### src/rtl/snow64_lar_wb_bridge_pkg.sv
// Shared types and widths for the LAR write-back bridge.
// Holds the line/address widths used by the LAR file side, the beat index
// type, the serializer FSM state encoding and the queue-depth derived widths.
package PkgSnow64LarWbBridge;

  localparam int LINE_W        = 256;
  localparam int BASE_ADDR_W   = 59;
  localparam int CPU_ADDR_W    = 64;
  localparam int DEFAULT_DEPTH = 4;

  typedef logic [CPU_ADDR_W-1:0] CpuAddr;
  typedef logic [1:0]            LarWbBeatIndex;

  typedef enum logic {
    IDLE = 1'b0,
    SEND = 1'b1
  } LarWbState;

  // Pointer width for a power-of-two queue; a one-entry queue still needs one bit.
  function automatic int lar_wb_ptr_w(input int depth);
    return (depth > 1) ? $clog2(depth) : 1;
  endfunction

  // Count must be able to hold DEPTH itself.
  function automatic int lar_wb_cnt_w(input int depth);
    return $clog2(depth + 1);
  endfunction

endpackage

### src/rtl/snow64_lar_wb_bridge_serializer.sv
// Snow64LarWbSerializer: turns the current head line into four 64-bit beats.
// Ports:
//   clk, rst        clock, asynchronous active-high reset
//   send_d_i        FSM will be in SEND after this edge
//   start_i         restart the beat counter at beat 0 (new head line)
//   line_data_i     next-state head line data
//   base_addr_i     next-state head line base address
//   in_bus_ack      memory accepts the presented beat
//   line_done_o     last beat is being accepted this cycle
//   out_bus_*       registered beat valid / address / data / last
module Snow64LarWbSerializer
  import PkgSnow64LarWbBridge::*;
#(
  parameter int BEAT_WIDTH = 64
) (
  input  logic                   clk,
  input  logic                   rst,
  input  logic                   send_d_i,
  input  logic                   start_i,
  input  logic [LINE_W-1:0]      line_data_i,
  input  logic [BASE_ADDR_W-1:0] base_addr_i,
  input  logic                   in_bus_ack,
  output logic                   line_done_o,
  output logic                   out_bus_req,
  output CpuAddr                 out_bus_addr,
  output logic [BEAT_WIDTH-1:0]  out_bus_data,
  output logic                   out_bus_last
);

  LarWbBeatIndex         beat_q, beat_d;
  logic                  req_q;
  CpuAddr                addr_q, addr_d;
  logic [BEAT_WIDTH-1:0] data_q, data_d;
  logic                  last_q, last_d;

  always_comb begin
    line_done_o = req_q && in_bus_ack && (beat_q == 2'd3);

    beat_d = beat_q;
    if (start_i || !send_d_i) begin
      beat_d = '0;
    end else if (req_q && in_bus_ack) begin
      beat_d = beat_q + 2'd1;
    end

    // Outputs are computed from next-state values so they are valid the
    // cycle the FSM enters SEND; without an ack nothing upstream changes,
    // so the registered beat holds steady.
    addr_d = '0;
    data_d = '0;
    last_d = 1'b0;
    if (send_d_i) begin
      addr_d = {base_addr_i, beat_d, 3'b000};
      data_d = line_data_i[beat_d * BEAT_WIDTH +: BEAT_WIDTH];
      last_d = (beat_d == 2'd3);
    end
  end

  always_ff @(posedge clk or posedge rst) begin
    if (rst) begin
      beat_q <= '0;
      req_q  <= 1'b0;
      addr_q <= '0;
      data_q <= '0;
      last_q <= 1'b0;
    end else begin
      beat_q <= beat_d;
      req_q  <= send_d_i;
      addr_q <= addr_d;
      data_q <= data_d;
      last_q <= last_d;
    end
  end

  assign out_bus_req  = req_q;
  assign out_bus_addr = addr_q;
  assign out_bus_data = data_q;
  assign out_bus_last = last_q;

endmodule

### src/rtl/snow64_lar_wb_bridge.sv
// snow64_lar_wb_bridge: coalescing write-back queue between the LAR file and
// the memory controller. Dirty lines are queued (same-address requests merge
// into a waiting entry) and each line is sent as four beats on a valid/ack bus.
// Ports:
//   clk, rst                   clock, asynchronous active-high reset
//   in_mem_write_req/data/base_addr   one-cycle line write request
//   out_wb_full                all slots valid (LAR file must pause)
//   out_overflow               sticky: a request was dropped
//   out_idle                   queue empty and FSM idle
//   out_bus_req/addr/data/last beat valid, byte address, data, last beat
//   in_bus_ack                 memory accepts the current beat
module snow64_lar_wb_bridge
  import PkgSnow64LarWbBridge::*;
#(
  parameter int DEPTH      = DEFAULT_DEPTH,
  parameter int BEAT_WIDTH = 64
) (
  input  logic                   clk,
  input  logic                   rst,
  input  logic                   in_mem_write_req,
  input  logic [LINE_W-1:0]      in_mem_write_data,
  input  logic [BASE_ADDR_W-1:0] in_mem_write_base_addr,
  output logic                   out_wb_full,
  output logic                   out_overflow,
  output logic                   out_idle,
  output logic                   out_bus_req,
  output CpuAddr                 out_bus_addr,
  output logic [BEAT_WIDTH-1:0]  out_bus_data,
  output logic                   out_bus_last,
  input  logic                   in_bus_ack
);

  localparam int PTR_W = lar_wb_ptr_w(DEPTH);
  localparam int CNT_W = lar_wb_cnt_w(DEPTH);

  logic [DEPTH-1:0]       valid_q, valid_d;
  logic [BASE_ADDR_W-1:0] addr_q [DEPTH];
  logic [BASE_ADDR_W-1:0] addr_d [DEPTH];
  logic [LINE_W-1:0]      data_q [DEPTH];
  logic [LINE_W-1:0]      data_d [DEPTH];
  logic [PTR_W-1:0]       head_q, head_d, tail_q, tail_d, hit_idx;
  logic [CNT_W-1:0]       count_q, count_d;
  LarWbState              state_q, state_d;
  logic                   full_q, ovf_q, idle_q, ovf_d;
  logic                   hit, alloc, drop, pop, start;

  always_comb begin
    // The head is frozen while it is being sent, so it never matches.
    hit     = 1'b0;
    hit_idx = '0;
    for (int i = 0; i < DEPTH; i++) begin
      if (valid_q[i] && (addr_q[i] == in_mem_write_base_addr) &&
          !((state_q == SEND) && (PTR_W'(i) == head_q))) begin
        hit     = 1'b1;
        hit_idx = PTR_W'(i);
      end
    end

    // Fullness uses the pre-edge count: a same-edge pop does not make room.
    alloc = in_mem_write_req && !hit && (count_q != CNT_W'(DEPTH));
    drop  = in_mem_write_req && !hit && (count_q == CNT_W'(DEPTH));
    ovf_d = ovf_q || drop;

    valid_d = valid_q;
    addr_d  = addr_q;
    data_d  = data_q;
    if (pop) begin
      valid_d[head_q] = 1'b0;
    end
    if (in_mem_write_req && hit) begin
      data_d[hit_idx] = in_mem_write_data;
    end
    if (alloc) begin
      valid_d[tail_q] = 1'b1;
      addr_d[tail_q]  = in_mem_write_base_addr;
      data_d[tail_q]  = in_mem_write_data;
    end

    head_d  = pop   ? head_q + PTR_W'(1) : head_q;
    tail_d  = alloc ? tail_q + PTR_W'(1) : tail_q;
    count_d = count_q + CNT_W'(alloc) - CNT_W'(pop);

    state_d = state_q;
    start   = 1'b0;
    case (state_q)
      IDLE: begin
        if (count_q != '0) begin
          state_d = SEND;
          start   = 1'b1;
        end
      end
      SEND: begin
        if (pop) begin
          if (count_d != '0) start = 1'b1;
          else               state_d = IDLE;
        end
      end
      default: state_d = IDLE;
    endcase
  end

  always_ff @(posedge clk or posedge rst) begin
    if (rst) begin
      valid_q <= '0;
      head_q  <= '0;
      tail_q  <= '0;
      count_q <= '0;
      state_q <= IDLE;
      full_q  <= 1'b0;
      ovf_q   <= 1'b0;
      idle_q  <= 1'b1;
    end else begin
      valid_q <= valid_d;
      head_q  <= head_d;
      tail_q  <= tail_d;
      count_q <= count_d;
      state_q <= state_d;
      full_q  <= (count_d == CNT_W'(DEPTH));
      ovf_q   <= ovf_d;
      idle_q  <= (count_d == '0) && (state_d == IDLE);
    end
  end

  // Line storage is qualified by valid_q, so it needs no reset.
  always_ff @(posedge clk) begin
    addr_q <= addr_d;
    data_q <= data_d;
  end

  Snow64LarWbSerializer #(
    .BEAT_WIDTH (BEAT_WIDTH)
  ) u_serializer (
    .clk          (clk),
    .rst          (rst),
    .send_d_i     (state_d == SEND),
    .start_i      (start),
    .line_data_i  (data_d[head_d]),
    .base_addr_i  (addr_d[head_d]),
    .in_bus_ack   (in_bus_ack),
    .line_done_o  (pop),
    .out_bus_req  (out_bus_req),
    .out_bus_addr (out_bus_addr),
    .out_bus_data (out_bus_data),
    .out_bus_last (out_bus_last)
  );

  assign out_wb_full  = full_q;
  assign out_overflow = ovf_q;
  assign out_idle     = idle_q;

endmodule

### config.mk
export PLATFORM = sky130hd
export DESIGN_NAME = snow64_lar_wb_bridge
export DESIGN_NICKNAME = d
export VERILOG_FILES = /design/src/rtl/snow64_lar_wb_bridge_pkg.sv /design/src/rtl/snow64_lar_wb_bridge_serializer.sv /design/src/rtl/snow64_lar_wb_bridge.sv
export SDC_FILE = /design/constraint.sdc
export NUM_CORES = 2
export LEC_CHECK = 0
export CAP_MARGIN = 5
export CORE_ASPECT_RATIO = 0.7
export CORE_MARGIN = 10
export CORE_UTILIZATION = 46
export CTS_BUF_LIST = sky130_fd_sc_hd__clkbuf_16
export DETAILED_ROUTE_END_ITERATION = 12
export DONT_BUFFER_PORTS = 1
export PLACE_DENSITY_LB_ADDON = 0.15
export SYNTH_ARGS = -nofsm -noshare
export SYNTH_HDL_FRONTEND = slang
export SYNTH_SLANG_ARGS = --single-unit
### constraint.sdc
create_clock -name clk -period 5 [get_ports clk]
set_clock_uncertainty 0.05 [all_clocks]
set_input_delay 0.75 -clock clk [delete_from_list [all_inputs] [get_ports clk]]
set_output_delay 0.75 -clock clk [all_outputs]
set_load 0.02 [all_outputs]
### Word level (Yosys, flattened, before mapping)

Index checks and enable logic that the tools add are counted.

| storage, ports and cells | value |
|---|---|
| register bits after elaboration | 1406 |
| output and inout port bits | 133 |
| word-level logic and storage cells | 133 |

| cells by class | value |
|---|---|
| equal/unequal tests | 12 |
| $add $sub $neg | 5 |
| mux-type cells | 43 |
| shift-type cells | 1 |
| reduce and logical (&&, ||, !) cells | 35 |
| bitwise logic cells | 8 |
| $lt $le $gt $ge | 9 |

Operators with widths:

| cell | count |
|---|---|
| $bwmux W1024 | 2 |
| $mux W1024 | 2 |
| $demux W256 S2 | 2 |
| $mux W256 | 4 |
| $bmux W256 S2 | 1 |
| $shiftx A256 B9 Y64 | 1 |
| $bwmux W236 | 1 |
| $eq A59 B59 Y1 | 4 |
| $mux W236 | 1 |
| $mux W59 | 3 |
| $mux W64 | 2 |
| $bmux W59 S2 | 1 |
| $demux W59 S2 | 1 |
| $logic_and A1 B1 Y1 | 23 |
| $mux W1 | 12 |
| $mux W2 | 5 |
| $ge A3 B3 Y1 const B | 3 |
| $not A2 Y3 | 3 |
| $mux W4 | 2 |
| $add A2 B1 Y2 const B | 3 |
| $eq A3 B3 Y1 const B | 2 |
| $logic_not A1 Y1 | 6 |
| $lt A2 B3 Y1 const B | 2 |
| $lt A3 B1 Y1 const B | 2 |
| 17 further kinds | 25 |

### Depth between registers and ports, before layout

| logic depth | value |
|---|---|
| word-level depth | 22 |
| depth in mapped cells | 25 |
| gate-level depth less buffers | 22 |

### Cells and area by module

From an unflattened synthesis, not the netlist that was laid out.

| second synthesis, totals | value |
|---|---|
| cells, all modules | 5739 |
| area, all modules | 63611.0 um^2 |

Modules (own cells, without submodules):

| module | sequential area each (um^2) | area an instance (um^2) | instances | cells an instance |
|---|---|---|---|---|
| snow64_lar_wb_bridge | 25600.8 | 57826.7 | 1 | 5301 |
| Snow64LarWbSerializer | 3228.1 | 5784.3 | 1 | 438 |

### Worst setup path after synthesis

OpenSTA, ideal clock, no wires.

| timing path | value |
|---|---|
| path type | in2reg |
| start point | in in_mem_write_base_addr[44] |
| end point | reg u_serializer.data_q[62] (netlist: u_serializer.out_bus_data[62]) |
| path slack | -0.418 ns |
| data arrival time | 5.240 ns |
| cell stages on the path | 24 |
| path buffers | 4 |
| library setup time | 0.128 ns |
| cell sequence | buf_2 xor2_1 nor4_1 and4_1 and4_1 o2bb2a_4 buf_6 nand2_4 nor3_1 inv_1 ha_1 inv_1 ha_1 fa_1 xnor2_1 xnor2_1 or3_1 o21ai_0 clkbuf_1 nor2_1 clkbuf_1 a221o_1 o21ba_1 nor3_1 |

| between the ends | value |
|---|---|
| cells in the longest elaborated chain, start to end | 21 |
| elaborated cells between the ends (all ways) | 49 |
| those cells by class | add/sub: 2; order compare: 2; eq/ne: 4; shift: 1; mux: 23; bitwise: 1; reduce/logical: 16 |

RTL lines:

| what | line | source |
|---|---|---|
| start: declaration | snow64_lar_wb_bridge.sv:22 | `input logic [BASE_ADDR_W-1:0] in_mem_write_base_addr,` |
| $eq A59 B59 Y1 | snow64_lar_wb_bridge.sv:52 | `if (valid_q[i] && (addr_q[i] == in_mem_write_base_addr) &&` |
| $logic_and A1 B1 Y1 (2 in series) | snow64_lar_wb_bridge.sv:52 |  |
| $mux W1 (3 in series) | snow64_lar_wb_bridge.sv:52 |  |
| $mux W1 (*) | snow64_lar_wb_bridge.sv:52 |  |
| $logic_not A1 Y1 (*) | snow64_lar_wb_bridge.sv:60 | `alloc = in_mem_write_req && !hit && (count_q != CNT_W'(DEPTH));` |
| $logic_and A1 B1 Y1 (*) (2 in series) | snow64_lar_wb_bridge.sv:60 |  |
| $add A3 B1 Y3 (*) | snow64_lar_wb_bridge.sv:81 | `count_d = count_q + CNT_W'(alloc) - CNT_W'(pop);` |
| $sub A3 B1 Y3 (*) | snow64_lar_wb_bridge.sv:81 |  |
| named net count_d[2] | snow64_lar_wb_bridge.sv:42 | `logic [CNT_W-1:0] count_q, count_d;` |
| (+2 left out) | - |  |
| $mux W1 | snow64_lar_wb_bridge.sv:93 | `if (pop) begin` |
| $pmux W1 S2 | snow64_lar_wb_bridge.sv:85 | `case (state_q)` |
| $logic_not A1 Y1 | snow64_lar_wb_bridge_serializer.sv:40 | `if (start_i \|\| !send_d_i) begin` |
| $logic_or A1 B1 Y1 | snow64_lar_wb_bridge_serializer.sv:40 |  |
| $mux W2 | snow64_lar_wb_bridge_serializer.sv:40 |  |
| $shiftx A256 B9 Y64 | snow64_lar_wb_bridge_serializer.sv:54 | `data_d = line_data_i[beat_d * BEAT_WIDTH +: BEAT_WIDTH];` |
| $mux W64 (*) | snow64_lar_wb_bridge_serializer.sv:52 | `if (send_d_i) begin` |
| named net u_serializer.data_d[62] | snow64_lar_wb_bridge_serializer.sv:33 | `logic [BEAT_WIDTH-1:0] data_q, data_d;` |
| end signal: assignment | snow64_lar_wb_bridge_serializer.sv:70 | `data_q <= data_d;` |
| end: declaration | snow64_lar_wb_bridge_serializer.sv:33 |  |

Mark *: on every way through the listed nets, which the timed path passes. The rest lies on a longest branch. The select of a mux whose other input is x is not followed.
A chain may end at the register's enable or synchronous reset.

### Final worst setup path

| timing path | value |
|---|---|
| start point | reg addr_q[218] (netlist bit) |
| end point | reg u_serializer.data_q[7] (netlist: u_serializer.out_bus_data[7]) |

| between the ends | value |
|---|---|
| cells in the longest elaborated chain, start to end | 21 |
| elaborated cells between the ends (all ways) | 30 |
| those cells by class | add/sub: 2; eq/ne: 1; shift: 1; mux: 17; reduce/logical: 9 |

RTL lines:

| what | line | source |
|---|---|---|
| start: declaration | snow64_lar_wb_bridge.sv:37 | `logic [BASE_ADDR_W-1:0] addr_q [DEPTH];` |
| start signal: assignment | snow64_lar_wb_bridge.sv:126 | `addr_q <= addr_d;` |
| $eq A59 B59 Y1 (*) | snow64_lar_wb_bridge.sv:52 |  |
| $logic_and A1 B1 Y1 (*) (2 in series) | snow64_lar_wb_bridge.sv:52 |  |
| $mux W1 (*) (4 in series) | snow64_lar_wb_bridge.sv:52 |  |
| $logic_not A1 Y1 (*) | snow64_lar_wb_bridge.sv:60 |  |
| $logic_and A1 B1 Y1 (*) (2 in series) | snow64_lar_wb_bridge.sv:60 |  |
| $add A3 B1 Y3 (*) | snow64_lar_wb_bridge.sv:81 |  |
| $sub A3 B1 Y3 (*) | snow64_lar_wb_bridge.sv:81 |  |
| named net count_d[2] | snow64_lar_wb_bridge.sv:42 |  |
| (+2 left out) | - |  |
| $mux W1 | snow64_lar_wb_bridge.sv:93 |  |
| $pmux W1 S2 | snow64_lar_wb_bridge.sv:85 |  |
| $logic_not A1 Y1 | snow64_lar_wb_bridge_serializer.sv:40 |  |
| $logic_or A1 B1 Y1 | snow64_lar_wb_bridge_serializer.sv:40 |  |
| $mux W2 | snow64_lar_wb_bridge_serializer.sv:40 |  |
| $shiftx A256 B9 Y64 | snow64_lar_wb_bridge_serializer.sv:54 |  |
| $mux W64 (*) | snow64_lar_wb_bridge_serializer.sv:52 |  |
| named net u_serializer.data_d[7] | snow64_lar_wb_bridge_serializer.sv:33 |  |

Marks and branches as above.

==> reports/results.tsv <==
metric	value	unit
clk_pin_slew	0.07	ns
startpoint_type	register	
place.gp.congestion	0.993	
wl_per_cell	28.2	um
p_total	61.4	mW
rsz0062_at_grt	true	
first_pass_iters	8	
first_iter_violations	3705	
hp-class	input port to register	
synth_compound_area_frac	0.107	
coreArea	0.129	mm^2
grt_pass1_vias	41989	
wl	208	mm
period_needed	4.97	ns
layout-area-overhead-vs-synth	17.0	%
clock_latency	0.78	ns
drt-vias-per-instance	5.74	
outcome	finished clean	
slew_headroom	0.217	
power.leakage	29.6	nW
die_width	452	um
h-tree-depth	4	
syn_inst	5234	
ios	452	
yosysUniqueCellTypes	87	
cts-root-buf	clkbuf_16	
floorplan.initialDensity	0.465	
worst-setup-path-type	register to register	
synth_ff_type	dfxtp_1	
syn_area_per_cell	11.5	um^2
drtAntennaViolNets	0	
grt_overflow	0	
drt_drc_violations_left	0	
fmax	201	MHz
synth-seq-cells	1403	
layout_common_cells	dfxtp_1, mux2_2, buf_4	
rows	110	
synth_xor_area_frac	0.0309	
cts_tree	done	
tightest_slew	1.17	ns
grt_max_degree	110	
dieArea	0.146	mm^2
crit_path_max_fanout	25	
ir_worst_vdd	0.000621	V
nNetsFinal	5841	
mostFrequentLayoutCell	dfxtp_1	
synth_warnings	0	
drv_slew	0	
grt_pass1_wl	298	mm
dp_hpwl	149	mm
cp.arrival	5.52	ns
synthAdderAreaFrac	0.00263	
placed_cell_area	0.0650	mm^2
vias	42397	
async_reset_ff_frac	0.102	
cp-end-kind	register	
grt_use_total	0.275	
design_area	0.0703	mm^2
hold_ws	0.0592	ns
maxCapViolCount	0	
yosys.area_share.simple	0.0541	
cts_sinks	1403	
synth_mux_area_frac	0.276	
drive_gt1_frac	0.353	
fp.dieH	322	um
cts_buffers	142	
hold_viol	0	
finalCritPeriodShare	0.994	
yosysSeqAreaShare	0.480	
synth_edf_count	0	
clk_path_buf_depth	3	
cp_data_required_time	5.55	ns
syn_area	0.0600	mm^2
antenna_found_initial	10	
setup_violations	0	
p_per_area	873	mW/mm^2
io_buffer_count	0	
synth_top_family_by_area	multiplexers	
synth_stat cells, drive strengths merged, types with 4 or more instances:
cell type,count,area share
a21bo,8,0.0013
mux2i,320,0.053
and4,5,0.00073
o2111ai,17,0.0025
o211a,6,0.0010
clkbuf,166,0.010
nand3,28,0.0024
a21boi,13,0.0016
nor4b,43,0.0063
o21ai,206,0.017
a221o,55,0.0092
nor2,280,0.018
nor2b,9,0.00094
or3,12,0.0013
a211oi,60,0.0075
xor2,39,0.0057
o22a,8,0.0012
a31o,33,0.0048
dfxtp,1260,0.42
o211ai,8,0.0010
buf,224,0.021
or2,16,0.0017
o221ai,89,0.013
o31a,6,0.00088
nor4,29,0.0030
o32ai,8,0.0012
a21oi,27,0.0023
o2bb2ai,43,0.0066
a2111oi,4,0.00067
o221a,51,0.0096
nor3,25,0.0022
a21o,19,0.0024
xnor2,173,0.025
o22ai,92,0.0096
dfrtp,142,0.059
a221oi,4,0.00058
inv,297,0.019
mux4,61,0.023
nand2,90,0.0058
ha,11,0.0023
nand4,64,0.0068
mux2,1049,0.20
nand2b,33,0.0034
o21ba,52,0.0087
flip-flops by register name (all words and copies together), names as in the netlist:
name,cells
u_serializer.out_bus_data,64
u_serializer.beat_q,2
data_q,1024
out_wb_full,1
out_overflow,1
u_serializer.out_bus_addr,61
addr_q,236
u_serializer.out_bus_req,1
count_q,3
tail_q,2
head_q,2
valid_q,4
out_idle,1
u_serializer.out_bus_last,1
critical path, cell delays in order (launching register included):
cell and delay, ns:
dfxtp_1 0.54, xnor2_2 0.21, nand4_1 0.33, nor3_1 0.26, buf_4 0.18, nand4_1 0.17
nor2_2 0.23, nor3_4 0.07, inv_1 0.06, ha_1 0.13, inv_1 0.04, ha_1 0.19
fa_2 0.38, xnor2_2 0.15, xnor2_2 0.15, or3_4 0.36, o21ai_4 0.24, buf_6 0.14
nor2_4 0.08, buf_12 0.18, a221o_1 0.34, o21ba_2 0.24, a211oi_1 0.05
worst paths after layout:
check                                 startpoint  slack [ns]                                 endpoint  cells past startpoint
setup / recovery             addr_q[218]$_DFF_P_        0.03   u_serializer.out_bus_data[7]$_DFF_PP0_                     22
hold / removal             in_mem_write_data[77]        0.06                      data_q[333]$_DFF_P_                      1
setup reg to reg             addr_q[218]$_DFF_P_        0.03   u_serializer.out_bus_data[7]$_DFF_PP0_                     22
hold reg to reg              data_q[756]$_DFF_P_        0.39                      data_q[756]$_DFF_P_                      2
max in group asynchronous                    rst        3.30                     valid_q[0]$_DFF_PP0_                      3
min in group asynchronous                    rst        0.51  u_serializer.out_bus_addr[13]$_DFF_PP0_                      2
area by class of cell:
| type | instances | area [um^2] |
|---|---|---|
| antenna | 21 | 52.6 |
| clock buffer | 147 | 3680 |
| clock inverter | 111 | 777 |
| fill | 11229 | 58800 |
| inverter | 300 | 1150 |
| multi-input combinational | 3143 | 28700 |
| sequential | 1403 | 28800 |
| tap | 1736 | 2170 |
| timing repair buffer | 520 | 4950 |
per-layer routing:
layer	up-vias	wire length [um]	track usage
met5	-	437	0.0153
met4	8	5610	0.0805
met3	249	23200	0.117
met2	1453	86200	0.392
met1	21213	93100	0.374
li1	19474	-	-
power breakdown:
| group | internal (mW) | total, mW | leakage, nW | switching (mW) |
|---|---|---|---|---|
| Clock | 5.83 | 10.4 | 2.33 | 4.58 |
| Combinational | 14.2 | 30.1 | 15.0 | 15.8 |
| Sequential | 17.4 | 20.9 | 12.3 | 3.47 |
kinds of logic after synthesis:
kind of cell / count (synthesis)
multiplexers: 1430
AO/OA/AOI/OAI: 836
XOR/XNOR: 212
AND/OR/NAND/NOR: 650
adder cells (fa/ha/maj): 12
buffers and inverters: 690
flip-flops: 1403
other: 1
stage by stage:
stage | setup TNS [ns] | std cells | setup WS [ns] | utilization
2_1_floorplan | -0.527 | 5236 | -0.0126 | -
3_3_place_gp | -34.69 | 7047 | -0.556 | 0.503
3_5_place_dp | -40.12 | 7047 | -0.609 | 0.503
4_1_cts | 0 | 7357 | 0.0464 | 0.542
5_1_grt | -0.196 | 7369 | -0.0423 | 0.544
6_report | 0 | 7381 | 0.0316 | 0.544
timing repair:
item	in CTS	in global routing
hold buffers	52	0
gates cloned	0	1
gates resized for setup	2	36
endpoints found under the hold margin	131	0
buffers inserted	0	2
endpoints found under the setup margin	49	59
pin swaps	0	10
Power figures use the tool's default switching activity.
